[config.mk]
export PLATFORM = sky130hd
export DESIGN_NAME = imem_arbiter
export DESIGN_NICKNAME = d
export VERILOG_FILES = /design/src/rtl/imem_arbiter.sv
export SDC_FILE = /design/constraint.sdc
export NUM_CORES = 1
export LEC_CHECK = 0
export BUFFER_PORTS_ARGS = -buffer_cell sky130_fd_sc_hd__buf_4
export CORE_AREA = 2 2 108 110
export CTS_CLUSTER_SIZE = 24
export DETAILED_ROUTE_END_ITERATION = 7
export DIE_AREA = 0 0 110 112
export PLACE_DENSITY = 0.55
export SETUP_SLACK_MARGIN = 0.5
export SYNTH_ARGS = -nofsm -noshare
export SYNTH_HDL_FRONTEND = slang
export SYNTH_SLANG_ARGS = --single-unit
[constraint.sdc]
create_clock -name clk_i -period 1.8 [get_ports clk_i]
set_clock_uncertainty 0.15 [all_clocks]
set_input_delay 0.36 -clock clk_i [delete_from_list [all_inputs] [get_ports clk_i]]
set_output_delay 0.36 -clock clk_i [all_outputs]
set_load 0.01 [all_outputs]
[src/rtl/imem_arbiter.sv]
// ---------------------------------------------------------------------------
// imem_arbiter
//
// Shares the single-port instruction memory between the core fetch port and
// the program loader/debug port. At most one access is granted per cycle.
// Contended cycles are decided round-robin. The loader can lock the memory
// for atomic image loads. Read data returns one cycle after the grant and is
// routed to the requester that owned that grant.
//
// Ports
//   clk_i, rst_ni          clock (rising edge), async active-low reset
//   fetch_req_i/addr_i     core fetch request (read only)
//   fetch_gnt_o            fetch accepted this cycle
//   fetch_rvalid_o/rdata_o fetch read response (1 cycle after grant)
//   ldr_req_i/we_i/lock_i  loader request, write/read select, lock request
//   ldr_addr_i/wdata_i/be_i loader payload
//   ldr_gnt_o              loader accepted this cycle
//   ldr_rvalid_o/rdata_o   loader response; rdata is 0 for write acks
//   mem_*_o                memory strobe, write enable, byte enables, word
//                          address, write data (mirror the granted requester)
//   mem_rdata_i            memory read data, valid 1 cycle after mem_en_o
//   locked_o               loader lock active, fetch blocked
// ---------------------------------------------------------------------------
module imem_arbiter #(
  parameter int unsigned ADDR_WIDTH = 32,
  parameter int unsigned DATA_WIDTH = 32
) (
  input  logic                      clk_i,
  input  logic                      rst_ni,
  input  logic                      fetch_req_i,
  input  logic [ADDR_WIDTH-1:0]     fetch_addr_i,
  output logic                      fetch_gnt_o,
  output logic                      fetch_rvalid_o,
  output logic [DATA_WIDTH-1:0]     fetch_rdata_o,
  input  logic                      ldr_req_i,
  input  logic                      ldr_we_i,
  input  logic                      ldr_lock_i,
  input  logic [ADDR_WIDTH-1:0]     ldr_addr_i,
  input  logic [DATA_WIDTH-1:0]     ldr_wdata_i,
  input  logic [DATA_WIDTH/8-1:0]   ldr_be_i,
  output logic                      ldr_gnt_o,
  output logic                      ldr_rvalid_o,
  output logic [DATA_WIDTH-1:0]     ldr_rdata_o,
  output logic                      mem_en_o,
  output logic                      mem_we_o,
  output logic [DATA_WIDTH/8-1:0]   mem_be_o,
  output logic [ADDR_WIDTH-3:0]     mem_addr_o,
  output logic [DATA_WIDTH-1:0]     mem_wdata_o,
  input  logic [DATA_WIDTH-1:0]     mem_rdata_i,
  output logic                      locked_o
);

  typedef enum logic {
    ST_UNLOCKED = 1'b0,
    ST_LOCKED   = 1'b1
  } lock_state_e;

  typedef enum logic {
    OWN_FETCH  = 1'b0,
    OWN_LOADER = 1'b1
  } owner_e;

  lock_state_e r_state;
  lock_state_e w_state_nxt;
  owner_e      r_last;
  logic        r_rsp_valid;
  owner_e      r_rsp_owner;
  logic        r_rsp_we;

  logic        w_lock_active;
  logic        w_fetch_gnt;
  logic        w_ldr_gnt;
  logic        w_unused_addr_bits;

  // Word addressing: the two byte-offset bits are intentionally dropped.
  assign w_unused_addr_bits = ^{fetch_addr_i[1:0], ldr_addr_i[1:0]};

  // The lock only blocks fetch while the loader keeps ldr_lock_i high; the
  // cycle it drops, normal arbitration applies so fetch can win immediately.
  assign w_lock_active = (r_state == ST_LOCKED) && ldr_lock_i;

  // Grant and next-state logic. Grants are gated by rst_ni so that every
  // grant and memory strobe is low while reset is held.
  always_comb begin
    w_fetch_gnt = 1'b0;
    w_ldr_gnt   = 1'b0;
    w_state_nxt = r_state;

    if (rst_ni) begin
      if (w_lock_active) begin
        w_ldr_gnt = ldr_req_i;
      end else if (fetch_req_i && ldr_req_i) begin
        if (r_last == OWN_LOADER) begin
          w_fetch_gnt = 1'b1;
        end else begin
          w_ldr_gnt = 1'b1;
        end
      end else begin
        w_fetch_gnt = fetch_req_i;
        w_ldr_gnt   = ldr_req_i;
      end
    end

    case (r_state)
      ST_UNLOCKED: if (ldr_lock_i && w_ldr_gnt) w_state_nxt = ST_LOCKED;
      ST_LOCKED:   if (!ldr_lock_i)             w_state_nxt = ST_UNLOCKED;
      default:                                  w_state_nxt = ST_UNLOCKED;
    endcase
  end

  // Memory port mirrors whichever requester is granted.
  always_comb begin
    mem_en_o    = 1'b0;
    mem_we_o    = 1'b0;
    mem_be_o    = '0;
    mem_addr_o  = '0;
    mem_wdata_o = '0;
    if (w_fetch_gnt) begin
      mem_en_o   = 1'b1;
      mem_be_o   = '1;
      mem_addr_o = fetch_addr_i[ADDR_WIDTH-1:2];
    end else if (w_ldr_gnt) begin
      mem_en_o    = 1'b1;
      mem_we_o    = ldr_we_i;
      mem_be_o    = ldr_we_i ? ldr_be_i : '1;
      mem_addr_o  = ldr_addr_i[ADDR_WIDTH-1:2];
      mem_wdata_o = ldr_we_i ? ldr_wdata_i : '0;
    end
  end

  always_ff @(posedge clk_i or negedge rst_ni) begin
    if (!rst_ni) begin
      r_state     <= ST_UNLOCKED;
      r_last      <= OWN_LOADER;
      r_rsp_valid <= 1'b0;
      r_rsp_owner <= OWN_FETCH;
      r_rsp_we    <= 1'b0;
    end else begin
      r_state     <= w_state_nxt;
      r_rsp_valid <= w_fetch_gnt || w_ldr_gnt;
      if (w_fetch_gnt) begin
        r_last      <= OWN_FETCH;
        r_rsp_owner <= OWN_FETCH;
        r_rsp_we    <= 1'b0;
      end else if (w_ldr_gnt) begin
        r_last      <= OWN_LOADER;
        r_rsp_owner <= OWN_LOADER;
        r_rsp_we    <= ldr_we_i;
      end
    end
  end

  always_comb begin
    fetch_rvalid_o = r_rsp_valid && (r_rsp_owner == OWN_FETCH);
    ldr_rvalid_o   = r_rsp_valid && (r_rsp_owner == OWN_LOADER);
    fetch_rdata_o  = (fetch_rvalid_o && !r_rsp_we) ? mem_rdata_i : '0;
    ldr_rdata_o    = (ldr_rvalid_o && !r_rsp_we) ? mem_rdata_i : '0;
  end

  assign fetch_gnt_o = w_fetch_gnt;
  assign ldr_gnt_o   = w_ldr_gnt;
  assign locked_o    = w_lock_active;

endmodule

==> flow_summary_export.csv <==
group,metric,value,unit
timing,finalCritPeriodShare,116,%
synth,synth_top_area_cell,"and2_1",
layout,final_common_cell,"buf_4",
synth,ys_seq_area_share,9.78,%
worst_setup_path,worstSetupStartpointType,"flip-flop",
layout,drive_above_1_share,88.1,%
floorplanning,dieArea,12300,µm²
grt,met1_usage,14.9,%
clocking,clock_path_buffers,2,
grt,grt_pass1_vias,2628,
layout,antenna_cells,0,
drt,via_per_inst,4.12,
synth,synth_area_per_cell,7.22,µm²
synth,synth_edf_count,0,
placed_design,placed_area,3830,µm²
layout,fillers,1075,
placed_design,dpl_worst_slack,-0.170,ns
timing,maxSlewViolCount,0,
synth,synthAdderAreaFrac,0,%
worst_setup_path,cpPeakStageDelay,0.40,ns
run,cap_viol_max_count,0,
drt,drt_wl_total,9490,µm
synth,netlist_area,1290,µm²
floorplanning,die_h,112,µm
outcome,failed_checks,"negative setup slack",
layout,area_growth,282,%
timing,whs,0.121,ns
drt,dr.pass1.iters,4,
outcome,status,"finished, violations left",
worst_setup_path,cp_max_fo,9,
timing,worst_slack,-0.288,ns
clocking,numCtsBuffers,3,
layout,final_nets,627,
worst_setup_path,crit_arrival,1.58,ns
layout,final_util,44.2,%
synth,synthCells,179,
synth,ys_async_sr_fraction,100,%
placed_design,dp.cells,590,
clocking,cts-root-buf,"clkbuf_16",
power,p_leak,0.00260,µW
clocking,clk_pin_slew,0.03,ns
worst_setup_path,path_class,"reg -> out",
drt,dr.first_iter.drc_count,84,
power,irDropWorstVdd,0.365,mV
layout,multi_input_area,1360,µm²
layout,final_cells,631,
synth,ys_seq_elements,5,
synth,synth_compound_area_share,27.0,%
clocking,cts-htree-levels,1,
worst_setup_path,rrSetupSlack,0.19,ns
floorplanning,num_rows,39,
timing,tightest_slew,0.215,ns
synth,synthSimpleGateAreaFrac,51.8,%
placed_design,port_buffers,270,
synth,synth_ff_type,"dfrtp_1",
synth,ys_top_cells_by_area,"and2_1 32%, a22o_1 21%, and3_1 15%",
power,p_per_area,408,nW/µm²
grt,use_met3,1.93,%
worst_setup_path,endpoint_kind,"output pin",
timing,fmax,479,MHz
synth,yosysTopAreaCellShare,31.9,%
worst_setup_path,worstReg2RegEnd,"r_rsp_we$_DFFE_PN0P_",
grt,globalRouteMet2Util,25.8,%
clocking,clk_latency,0.23,ns
timing,fin_crit,2.09,ns
synth,synth_top_family_by_area,"simple AND/OR/NAND/NOR gates",
layout,postLayoutCellArea,4940,µm²
clocking,cts_sinks,5,
grt,grt_pass1_wl,13000,µm
drt,ant_nets,0,
worst_setup_path,reg2reg_from,"r_state$_DFF_PN0_",
synth,yosysUniqueCellTypes,23,
timing,rsz0062_at_grt,"true",
worst_setup_path,cp_slowest_cell,"dfrtp_1",
clocking,tritoncts,"built",
floorplanning,num_io_pins,275,
worst_setup_path,r2r_cells,6,
drt,drc_errors,0,
layout,layout_common_cells,"195 x buf_4, 108 x buf_6, 65 x and2_4",
floorplanning,start_util,11.6,%
placed_design,gp_congestion,0.719,
synth,synth_mux_area_share,0,%
synth,ys_warn_count,0,
grt,antenna_found_initial,0,
placed_design,post-dp-hpwl,6590,µm
synth,synth_xor_area_share,0,%
worst_setup_path,worstPathCellList,"a21boi_4 -> a21o_4 -> inv_8 -> clkbuf_16 -> a22o_1 -> buf_6",
worst_setup_path,critPathRequiredTime,1.29,ns
worst_setup_path,critPathCapture,"mem_addr_o[0]",
grt,overflow,0,
drt,via_count,2602,
worst_setup_path,setup.worst_path.start,"r_state$_DFF_PN0_",
synth,synth_fp_nets,317,
grt,grt_usage,13.2,%
timing,relSlewSlack,85.6,%
floorplanning,core_region_area,11200,µm²
grt,grt_max_degree,36,
timing,setup_viol,134,
floorplanning,die_x,110,µm
layout,regArea,128,µm²
worst_hold_path,min_path_type,"in -> async",
timing,hold_violations,0,
drt,route.detailed.wl_per_inst,15.0,µm
grt,busiest_layer,"met2",
==> flip-flops by register name, summed over array words and instances (netlist names) <==
register	count
r_rsp_we	1
r_last	1
r_state	1
r_rsp_owner	1
r_rsp_valid	1
==> cell families (layout without fill, tap and decap cells) <==
family | count (synthesis) | in the layout
compound gates | 42 | 42
simple gates | 109 | 109
flops | 5 | 5
buf+inv | 23 | 332
==> metrics by stage <==
step           setup TNS [ns]  total power [µW]
5_1_grt                -36.16              2130
2_1_floorplan               0               625
6_report               -29.34              2020
3_3_place_gp            -7.89              1210
3_5_place_dp            -8.34              1220
4_1_cts                -29.20              1930
==> per-layer routing <==
metal  vias up  share of wire [%]
met2       150                 52
met4         0               0.76
met3         6                8.4
li1       1251                  -
met1      1195                 38
met5         -                  0
==> what timing repair did <==
action | 4_1_cts | 5_1_grt
gates cloned | 7 | 6
hold buffers | 1 | 0
buffers inserted | 14 | 9
pin swaps | 6 | 2
resized for setup | 124 | 17
hold endpoints to repair | 4 | 0
setup endpoints to repair | 140 | 142
==> worst max-delay path, delay by kind of cell (launching register included) <==
| kind | cells | cell delay, ns |
|---|---|---|
| AO/OA/AOI/OAI | 3 | 0.58 |
| flip-flops | 1 | 0.40 |
| buffers and inverters | 3 | 0.37 |
==> power breakdown <==
part | switching [µW] | internal (µW)
sequential | 17.6 | 133
clock | 73.0 | 294
combinational | 527 | 974
==> how the worst min path moves through the flow <==
stage / startpoint / end / slack [ns] / cells after the start
after global placement: rst_ni / r_state$_DFF_PN0_ / 0.12 / 2
after detailed placement: rst_ni / r_state$_DFF_PN0_ / 0.12 / 2
final: rst_ni / r_state$_DFF_PN0_ / 0.12 / 3
after floorplan: rst_ni / r_rsp_owner$_DFFE_PN0P_ / -0.09 / 0
after global routing: rst_ni / r_state$_DFF_PN0_ / 0.13 / 3
after CTS: ldr_lock_i / r_state$_DFF_PN0_ / 0.33 / 3
==> synth_stat cells, types with 2 or more instances <==
cell / count
inv_2: 2
o21ai_0: 5
and3_1: 32
nor2_1: 5
o21a_1: 2
buf_6: 8
dfrtp_1: 4
clkbuf_1: 10
inv_1: 2
a22o_1: 31
and2_1: 66
==> area by class of cell <==
| type | count | share of cell area [%] |
|---|---|---|
| multi-input cells | 151 | 27.6 |
| clock buffers | 4 | 1.59 |
| repair buffers | 324 | 64.1 |
| well taps | 143 | 3.62 |
| flip-flops and latches | 5 | 2.58 |
| inverters | 4 | 0.557 |
No activity file was read; power rests on OpenSTA's default activity.
